==> src/rtl/relprime_pkg.sv <==
// Shared constants for the relprime engine datapath, controller and operand slices.
// Pure declarations: no logic, no latency, no flow control.
package relprime_pkg;

  localparam int DATA_W = 16;

  localparam logic [DATA_W-1:0] ZERO = '0;
  localparam logic [DATA_W-1:0] ONE  = DATA_W'(1);

endpackage

==> src/rtl/datapath_section2_if.sv <==
// Operand/result bundle between the operand registers, this datapath slice and the controller.
// Unregistered wires; no handshake, the slice consumes operands every cycle.
interface datapath_section2_if
  import relprime_pkg::*;
#(
  parameter int WIDTH = DATA_W
);

  logic [WIDTH-1:0] a0;
  logic [WIDTH-1:0] a1out;
  logic             gcd_done;
  logic             compare;
  logic             relprime_done;
  logic [WIDTH-1:0] sub;

  modport master (
    output a0,
    output a1out,
    input  gcd_done,
    input  compare,
    input  relprime_done,
    input  sub
  );

  modport slave (
    input  a0,
    input  a1out,
    output gcd_done,
    output compare,
    output relprime_done,
    output sub
  );

endinterface

==> src/rtl/datapath_section2_step.sv <==
// One subtraction-form Euclid step: magnitude difference, direction, zero/one detection.
// Purely combinational, zero latency; no backpressure.
module gcd_step_comb
  import relprime_pkg::*;
#(
  parameter int WIDTH = DATA_W
) (
  input  logic [WIDTH-1:0] a0,
  input  logic [WIDTH-1:0] a1out,
  output logic             compare,
  output logic [WIDTH-1:0] sub,
  output logic             gcd_done,
  output logic             relprime_done
);

  logic [WIDTH-1:0] diff_ab;
  logic [WIDTH-1:0] diff_ba;

  // Both subtractors run in parallel; the comparator picks the non-wrapping one.
  assign compare = (a0 > a1out);
  assign diff_ab = a0 - a1out;
  assign diff_ba = a1out - a0;
  assign sub     = compare ? diff_ab : diff_ba;

  assign gcd_done      = (a0 == WIDTH'(ZERO)) || (a1out == WIDTH'(ZERO));
  assign relprime_done = (a0 == WIDTH'(ONE))  || (a1out == WIDTH'(ONE));

endmodule

==> src/rtl/datapath_section2.sv <==
// Euclid step slice with registered difference, direction and termination flags.
// Latency 1 cycle; no backpressure, inputs sampled on every rising edge.
module datapath_section2
  import relprime_pkg::*;
#(
  parameter int WIDTH = DATA_W
) (
  input  logic                clk,
  input  logic                rst_n,
  datapath_section2_if.slave  dp
);

  logic             step_compare;
  logic [WIDTH-1:0] step_sub;
  logic             step_gcd_done;
  logic             step_relprime_done;

  gcd_step_comb #(
    .WIDTH (WIDTH)
  ) u_step (
    .a0            (dp.a0),
    .a1out         (dp.a1out),
    .compare       (step_compare),
    .sub           (step_sub),
    .gcd_done      (step_gcd_done),
    .relprime_done (step_relprime_done)
  );

  // Register bank isolates the controller from the subtractor carry chain.
  always_ff @(posedge clk or negedge rst_n) begin
    if (!rst_n) begin
      dp.compare       <= 1'b0;
      dp.sub           <= '0;
      dp.gcd_done      <= 1'b0;
      dp.relprime_done <= 1'b0;
    end else begin
      dp.compare       <= step_compare;
      dp.sub           <= step_sub;
      dp.gcd_done      <= step_gcd_done;
      dp.relprime_done <= step_relprime_done;
    end
  end

endmodule

==> src/flat_wrapper.sv <==
// flat-port wrapper written by rule: the top's interface ports become plain ports
module datapath_section2_flat import relprime_pkg::*;
#(
  parameter int WIDTH = DATA_W
)
  (clk, rst_n, dp_a0, dp_a1out, dp_gcd_done, dp_compare, dp_relprime_done, dp_sub);
  datapath_section2_if #(.WIDTH(WIDTH)) dp_i ();
  input  logic clk;
  input  logic rst_n;
  input wire logic [$bits(dp_i.a0)-1:0] dp_a0;
  input wire logic [$bits(dp_i.a1out)-1:0] dp_a1out;
  output wire logic [$bits(dp_i.gcd_done)-1:0] dp_gcd_done;
  output wire logic [$bits(dp_i.compare)-1:0] dp_compare;
  output wire logic [$bits(dp_i.relprime_done)-1:0] dp_relprime_done;
  output wire logic [$bits(dp_i.sub)-1:0] dp_sub;
  assign dp_i.a0 = dp_a0;
  assign dp_i.a1out = dp_a1out;
  assign dp_gcd_done = dp_i.gcd_done;
  assign dp_compare = dp_i.compare;
  assign dp_relprime_done = dp_i.relprime_done;
  assign dp_sub = dp_i.sub;
  datapath_section2 #(.WIDTH(WIDTH)) u_core (.clk(clk), .rst_n(rst_n), .dp(dp_i));
endmodule
==> config.mk <==
export PLATFORM = sky130hd
export DESIGN_NAME = datapath_section2_flat
export DESIGN_NICKNAME = d
export VERILOG_FILES = /design/src/rtl/relprime_pkg.sv /design/src/rtl/datapath_section2_if.sv /design/src/rtl/datapath_section2_step.sv /design/src/rtl/datapath_section2.sv /design/src/flat_wrapper.sv
export SDC_FILE = /design/constraint.sdc
export NUM_CORES = 1
export LEC_CHECK = 0
export BUFFER_PORTS_ARGS = -buffer_cell sky130_fd_sc_hd__buf_4
export CORE_MARGIN = 3
export CORE_UTILIZATION = 45
export CTS_CLUSTER_DIAMETER = 30
export DETAILED_ROUTE_END_ITERATION = 7
export GPL_TIMING_DRIVEN = 0
export PLACE_DENSITY = 0.69
export SLEW_MARGIN = 5
export SYNTH_ARGS = -nofsm -noshare
export SYNTH_HDL_FRONTEND = slang
export SYNTH_SLANG_ARGS = --single-unit
==> constraint.sdc <==
create_clock -name clk -period 0.8 [get_ports clk]
set_input_delay 0.04 -clock clk [delete_from_list [all_inputs] [get_ports clk]]
set_output_delay 0.04 -clock clk [all_outputs]
set_load 0.01 [all_outputs]
[Word level (Yosys, flattened, before mapping)]
Index checks and enable logic that the tools add are counted.
W data, S select, Z words.
Word-level totals
  input bits: 34
  register bits: 19
  logic and storage cells: 14
  output and inout bits: 19
Cells by class
  eq/ne operators: 2
  $lt $le $gt $ge: 1
  $add $sub $neg: 2
  reductions and logical operators: 4
  multiplexer cells: 1
Operators with widths (number)
  $eq A16 B1 Y1 const B: 2
  $logic_not A16 Y1: 2
  $sub A16 B16 Y16: 2
  $gt A16 B16 Y1: 1
  $mux W16: 1
  $logic_or A1 B1 Y1: 2

[Longest topological paths before layout]
Gate-level depths: netlist of the first run.
  word-level depth: 2
  gate-level depth with buffers: 10
  mapped depth without buffers: 10

[By module]
A second synthesis of the first run with hierarchy kept.
Unflattened totals
  cells, all modules: 267
  area, all modules: 2174.6 sq um
By module, submodules not included
  gcd_step_comb: sequential area each 0.0 sq um, area an instance 1699.1 sq um, cells each 248, times used 1
  datapath_section2: sequential area each 475.5 sq um, area an instance 475.5 sq um, cells each 19, times used 1

[Worst setup path before layout of the first run]
OpenSTA, ideal clock, no wires.
  path type: input to register
  start point: in dp_a0[0]
  end point: reg u_core.dp.sub[14]
  arrival: 1.916 ns
  cell stages on the path: 10
  data required time: 0.721 ns
  setup slack: -1.195 ns
  library setup time: 0.079 ns
  buffers on the path: 0
  cells stage by stage: inv_1 -> ha_1 -> fa_1 -> nand3b_1 -> a211o_1 -> a21o_1 -> a21o_2 -> inv_2 -> mux2i_1 -> xor2_1
On the way
  longest elaborated chain between the ends: 2
  elaborated cells between the ends (all ways): 4
  classes of those cells: add/sub (2); order compare (1); mux (1)
Ends and longest elaborated chain
  start, declared: RTL line flat_wrapper.sv:10  | input wire logic [$bits(dp_i.a0)-1:0] dp_a0;
  $gt A16 B16 Y1: RTL line datapath_section2_step.sv:20  | assign compare = (a0 > a1out);
  net u_core.step_compare: RTL line datapath_section2.sv:13  | logic step_compare;
  $mux W16: RTL line datapath_section2_step.sv:23  | assign sub = compare ? diff_ab : diff_ba;
  net u_core.step_sub[14]: RTL line datapath_section2.sv:14  | logic [WIDTH-1:0] step_sub;
  end signal, assigned: RTL line datapath_section2.sv:38  | dp.sub <= step_sub;
  end, declared: RTL line datapath_section2_if.sv:31  | output sub
The timed path passes the listed nets, and every way through them passes these cells.

[Worst setup path in the final report of the first run]
  start point: in dp_a0[0]
  end point: reg u_core.dp.sub[9]
On the way
  longest elaborated chain between the ends: 2
  elaborated cells between the ends (all ways): 4
  classes of those cells: add/sub (2); order compare (1); mux (1)
Ends and longest elaborated chain
  $sub A16 B16 Y16, or another cell as far along: RTL line datapath_section2_step.sv:22  | assign diff_ba = a1out - a0;
  $mux W16 *: RTL line datapath_section2_step.sv:23
  net u_core.step_sub[9]: RTL line datapath_section2.sv:14
The timed path passes the listed nets; every way through them passes the cells marked *.

==> metrics.txt, run 1 <==
status finished with violations; failing checks negative setup slack; DP Worst Slack -1.48 ns; vias in the first global route 2,039; worst slew pin tran 0.515 ns; ANT cells 0; RSZ-0062 raised after global routing true; worst hold path type input port to flop; Final HPWL DP 4.99 mm; Avg Cell Area, Syn 8.12 um^2; width of the chip 75.4 um; switching power 1.61 mW; initial core utilization 48.1%; maximum clock rate 0.508 GHz; CTS tree done; sequential area share after synthesis 21.9%; final setup vio count 17; TritonCTS Buffers 3; top cells by area, synth dfrtp_1 22%, ha_1 18%, a21oi_1 7.6%, inv_1 6.2%, mux2i_1 5.5%; critical path class input port to flop; Max VDD drop 0.766 mV; largest net degree at the start of global routing 20; Setup crit end kind flop; fin area 3100 um^2; post-synthesis adder-cell area fraction 19.7%; CTS max path bufs 2; number of fill cells 354; synthesized cell area 2170 um^2; utilization after layout 68.8%; maxcap violations 0; drt total wl 6.29 mm; top-area cell type share of the netlist area 21.9%; Worst EP arrival 2.14 ns; Finished Layout Cells 389; critical path fanouts, max 5; LEAKAGE 1.51 nW; full die area 5690 um^2; ANT nets after route 0; Top FF cell, synth dfrtp_1; largest family of logic cells by synthesized area compound AO/OA/AOI/OAI gates; Layout Nets 405; synthesized flop and latch total 19; Final Cycle Share 246%; clk sinks 19; Pre-Repair DR Iteration Count 4; PortBufs 52; layout cells sized above 1 32.9%; Inst Count DP 371; clock share of power 15.3%; Async SR Flop Fraction 100%; setup ws final -1.17 ns; Synth Area in Compound Gates 22.2%; worst rel slew slack 65.3%; Pins Over Slew Limit 0; first-pass GRT wire length 9.98 mm; Avg WL per Cell 16.2 um; H-tree depth 1; sequential share of power 29.0%; area leader, netlist dfrtp_1; multiplexer share of the synthesized area 5.54%; Area Overhead vs Synth 42.9%; CORE AREA 4500 um^2; Root Driver clkbuf_8; placed cell area 2650 um^2; Power Internal 2.80 mW; Post-synth EDFFs 0; setup TNS -17.39 ns; Iter 0 DRT Violations 169; CP Capture Point u_core.dp.sub[9]; drc violations 0; Synth Instances 267; WP data required 0.97 ns; total I/O pin count 53; initial antenna violation count 0; total power per unit cell area 1430 nW/um^2; std cell rows 24; vias per inst 5.57; Post-Synth Simple-Gate Area 15.7%; total gr overflow 0; Startpoint Class input port; CP startpoint dp_a0[0]; Sw Ratio 36.5%; Final Hold Vio Count 0; synth warn 0; GPL Wtd Cong 0.965; Power, Total 4.42 mW; WHS 0.0446 ns; Comb power frac 55.7%; post-layout min period 1.97 ns; Synth Area in XOR/XNOR 5.65%; Post-Syn Nets 334; die height 75.4 um; Overall Global Routing Usage 23.0%; Distinct cells, synth 43; clock-pin slew on the worst setup and hold paths 0.07 ns; vias post-DR 2,167
## worst min path at each step
stage                      from                 end  depth (start not counted)
floorplan                 rst_n   u_core.dp.compare                          0
global placement          rst_n   u_core.dp.compare                          1
detailed placement        rst_n   u_core.dp.compare                          1
CTS                 dp_a1out[0]  u_core.dp.gcd_done                          2
global route        dp_a1out[0]  u_core.dp.gcd_done                          2
finish              dp_a1out[0]  u_core.dp.gcd_done                          2
## state kept, by name, indices dropped and copies added, names as in the netlist
register / count
u_core.dp.sub: 16
u_core.dp.gcd_done: 1
u_core.dp.compare: 1
u_core.dp.relprime_done: 1
## layout by cell type (no fill, tap or decap), drive strengths merged, types with 5 or more instances in the layout
master,count
ha,31
xnor2,7
a21o,5
dfrtp,19
xor2,7
nand4,5
nor3,5
buf,75
a21oi,35
nor4,7
nand2,21
inv,37
mux2i,12
nor2,8
o21ai,18
o21bai,5
## cells by family after synthesis
logic type	Yosys count
mux	12
flops	19
simple gates	63
buf+inv	47
fa+ha+maj	33
compound gates	79
xor+xnor	14
## cell type report
type / count / area, um^2 / area share [%]
Clock buffer: 3 / 41.3 / 1.33
Sequential cell: 19 / 475 / 15.3
Clock inverter: 1 / 7.51 / 0.242
Multi-Input combinational cell: 201 / 1650 / 53.2
Tap cell: 52 / 65.1 / 2.10
Inverter: 37 / 156 / 5.05
Timing Repair Buffer: 66 / 613 / 19.8
Buffer: 10 / 91.3 / 2.95
## worst max-delay path, stage by stage
cell and delay, ns:
buf_12 0.09, inv_12 0.03, ha_4 0.15, fa_2 0.34
nand3b_1 0.18, a211o_1 0.30, a21o_1 0.20, a21o_4 0.27
buf_8 0.15, mux2i_2 0.18, xor2_1 0.20
## what timing repair did
action,CTS,global route
setup buffers,4,8
cloned,1,0
pin swaps,14,9
setup endpoints to repair,31,37
hold buffers,1,0
resized for setup,37,32
endpoints found under the hold margin,19,0
## Yosys cell counts, types with 4 or more instances
cell type and n:
nor3_1 5, a21o_1 4, nand2_1 19, nand3_1 4
buf_2 6, xnor2_1 7, o21ai_0 17, nor2_1 8
o21bai_1 5, mux2i_1 12, xor2_1 7, ha_1 31
inv_1 36, dfrtp_1 19, nor4_1 6, nand4_1 5
o21a_1 4, a21oi_1 33
## power by group through the flow
stage	Clock (mW)	Combinational (mW)	Sequential (mW)
2_1_floorplan	0	1.03	1.38
3_3_place_gp	0	1.95	1.25
3_5_place_dp	0	1.96	1.26
4_1_cts	0.691	2.24	1.27
5_1_grt	0.722	2.67	1.31
6_report	0.676	2.46	1.28
## routing by layer
| metal | vias to the layer above | GRT usage (%) | share of wire (%) |
|---|---|---|---|
| met1 | 1002 | 33.5 | 46 |
| met5 | - | 0 | 0 |
| li1 | 1071 | - | - |
| met2 | 88 | 36.9 | 46 |
| met4 | 0 | 6.80 | 1.4 |
| met3 | 6 | 0.923 | 6.3 |
Power figures use the tool's default switching activity.
==> run 2, diff against run 1 <==
==> constraint.sdc (replaced) <==
create_clock -name clk -period 0.8 [get_ports clk]
set_input_delay 0.16 -clock clk [delete_from_list [all_inputs] [get_ports clk]]
set_output_delay 0.16 -clock clk [all_outputs]
set_load 0.01 [all_outputs]
==> run 2 against run 1 <==
Effect of this change: the flow still finishes with violations (negative setup slack); hold slack better by 0.079 ns; global-route usage up 0.38 points; non-clock buffer count down 1; highest routed layer unchanged; power up 0.45%; critical path type unchanged; critical path depth unchanged; sequential share of layout area down 0.21 points; clock power about the same; first-iteration DRC count up 3.0%; worst setup slack worse by 0.13 ns.
==> metrics.txt, run 2 (synthesized netlist as in run 1, its figures left out) <==
status finished with violations; failing checks negative setup slack; Overall Global Routing Usage 23.4% (+0.38 points); CTS max path bufs 2 (unchanged); std cell rows 24 (unchanged); Sw Ratio 36.8% (+0.26 points); Power, Total 4.43 mW (+0.45%); initial core utilization 48.1% (unchanged); CP startpoint dp_a0[0]; Power Internal 2.80 mW (about the same); Final Cycle Share 262% (+17 points); commonest non-fill, non-tap cell in the layout buf_4; CORE AREA 4500 um^2 (unchanged); Worst path max stage delay 0.34 ns (about the same); final setup vio count 35 (+18); worst hold path type input port to flop; clock-pin slew on the worst setup and hold paths 0.07 ns (about the same); largest net degree at the start of global routing 20 (unchanged); vias in the first global route 2,056 (+0.83%); CP bufs+invs 3 (unchanged); worst rel slew slack 66.7% (+1.4 points); TritonCTS Buffers 3 (unchanged); drc violations 0 (unchanged); total gr overflow 0 (unchanged); full die area 5690 um^2 (unchanged); Min-Delay Startpoint dp_a1out[0]; fin area 3140 um^2 (+1.4%); Final HPWL DP 4.99 mm (unchanged); post-layout min period 2.10 ns (+0.132 ns); PortBufs 52 (unchanged); critical path class input port to flop; Crit-path slowest cell fa_2; Root Driver clkbuf_8; first-pass GRT wire length 10.1 mm (+1.7%); Startpoint Class input port; Comb power frac 55.9% (+0.2 points); vias per inst 5.58 (+0.12%); Area Overhead vs Synth 44.8%; Final Hold Vio Count 0 (unchanged); WP data required 0.97 ns (about the same); initial antenna violation count 0 (unchanged); placed cell area 2650 um^2 (unchanged); sequential share of power 28.9% (about the same); Avg WL per Cell 16.4 um (+1.7%); Largest register FFs 16 (unchanged); clk sinks 19 (unchanged); Iter 0 DRT Violations 174 (+3.0%); width of the chip 75.4 um (unchanged); Pre-Repair DR Iteration Count 5 (+1); total power per unit cell area 1410 nW/um^2 (-0.91%); ANT nets after route 0 (unchanged); maximum clock rate 0.476 GHz (-6.3%); CP top delay family compound AO/OA/AOI/OAI gates; switching power 1.63 mW (+1.2%); maxcap violations 0 (unchanged); drt total wl 6.38 mm (+1.4%); RSZ-0062 raised after global routing true; worst slew pin tran 0.494 ns (-0.0209 ns); layout cells sized above 1 34.2% (+1.3 points); Max VDD drop 0.767 mV (about the same); CP cell instances buf_12, inv_12, ha_4, fa_2, nand3b_1, a211o_1, a21o_1, a21o_4, buf_8, mux2i_2, xor2_1; Worst EP arrival 2.27 ns (+0.13 ns); clock share of power 15.2% (about the same); GPL Wtd Cong 0.965 (unchanged); H-tree depth 1 (unchanged); die height 75.4 um (unchanged); critical path fanouts, max 5 (unchanged); largest reg by FF count u_core.dp.sub; vias post-DR 2,164 (-0.14%); CTS tree done; setup ws final -1.30 ns (-0.132 ns); ANT cells 0 (unchanged); commonest cells after routing, fill and taps aside 39 x buf_4, 35 x inv_1, 31 x a21oi_1; Pins Over Slew Limit 0 (unchanged); Setup crit end kind flop; LEAKAGE 1.52 nW (+1.1%); Layout Nets 404 (-0.25%); total I/O pin count 53 (unchanged)
run 2: cell count changes in the layout (fill, tap and decap cells not counted), moves of 2 or more:
cell and change:
buf_4 -2, nor4_1 -3, nor4_4 +2, o22ai_1 -2, o22ai_2 +2
run 2: cell type report:
cell class                      instances  area (um^2)
Clock inverter                          1         7.51
Multi-Input combinational cell        201         1690
Clock buffer                            3         41.3
Sequential cell                        19          475
Buffer                                 10         91.3
Tap cell                               52         65.1
Fill cell                             355         1360
Inverter                               37          154
Timing Repair Buffer                   65          613
run 2: metrics by stage:
step	TNS, ns	std cells	utilization, %	setup WS (ns)	hold slack [ns]
floorplan	-19.03	267	-	-1.25	-0.136
global placement	-25.23	371	58.9	-1.61	0.0372
detailed placement	-25.31	371	58.9	-1.60	0.0430
CTS	-20.77	381	66.6	-1.23	0.110
global route	-23.40	388	69.7	-1.37	0.131
finish	-21.41	388	69.7	-1.30	0.124
run 2: final timing paths:
| kind | end | slack, ns | depth (start not counted) |
|---|---|---|---|
| max | u_core.dp.sub[9] | -1.30 | 11 |
| min | u_core.dp.gcd_done | 0.12 | 2 |
| max in group asynchronous | u_core.dp.sub[14] | 0.30 | 2 |
| min in group asynchronous | u_core.dp.compare | 0.30 | 2 |
run 2: what timing repair did:
item / 4_1_cts / 5_1_grt
gates cloned: 1 / 0
endpoints found under the setup margin: 37 / 37
resized for setup: 51 / 27
endpoints found under the hold margin: 19 / 0
pin swaps: 19 / 10
hold buffers: 1 / 0
setup buffers: 4 / 7
run 2: routing by layer:
metal,track usage [%],vias up,wire length (um)
met5,0,-,0
met4,6.99,0,134
met3,1.06,9,361
met2,37.8,91,2900
met1,33.8,995,2980
li1,-,1069,-
run 2: power groups by stage:
| stage | clock network [mW] | registers (mW) | logic, mW |
|---|---|---|---|
| detailed placement | 0 | 1.26 | 1.96 |
| CTS | 0.691 | 1.28 | 2.30 |
| global placement | 0 | 1.25 | 1.95 |
| global route | 0.722 | 1.31 | 2.70 |
| finish | 0.675 | 1.28 | 2.48 |
| floorplan | 0 | 1.38 | 1.03 |
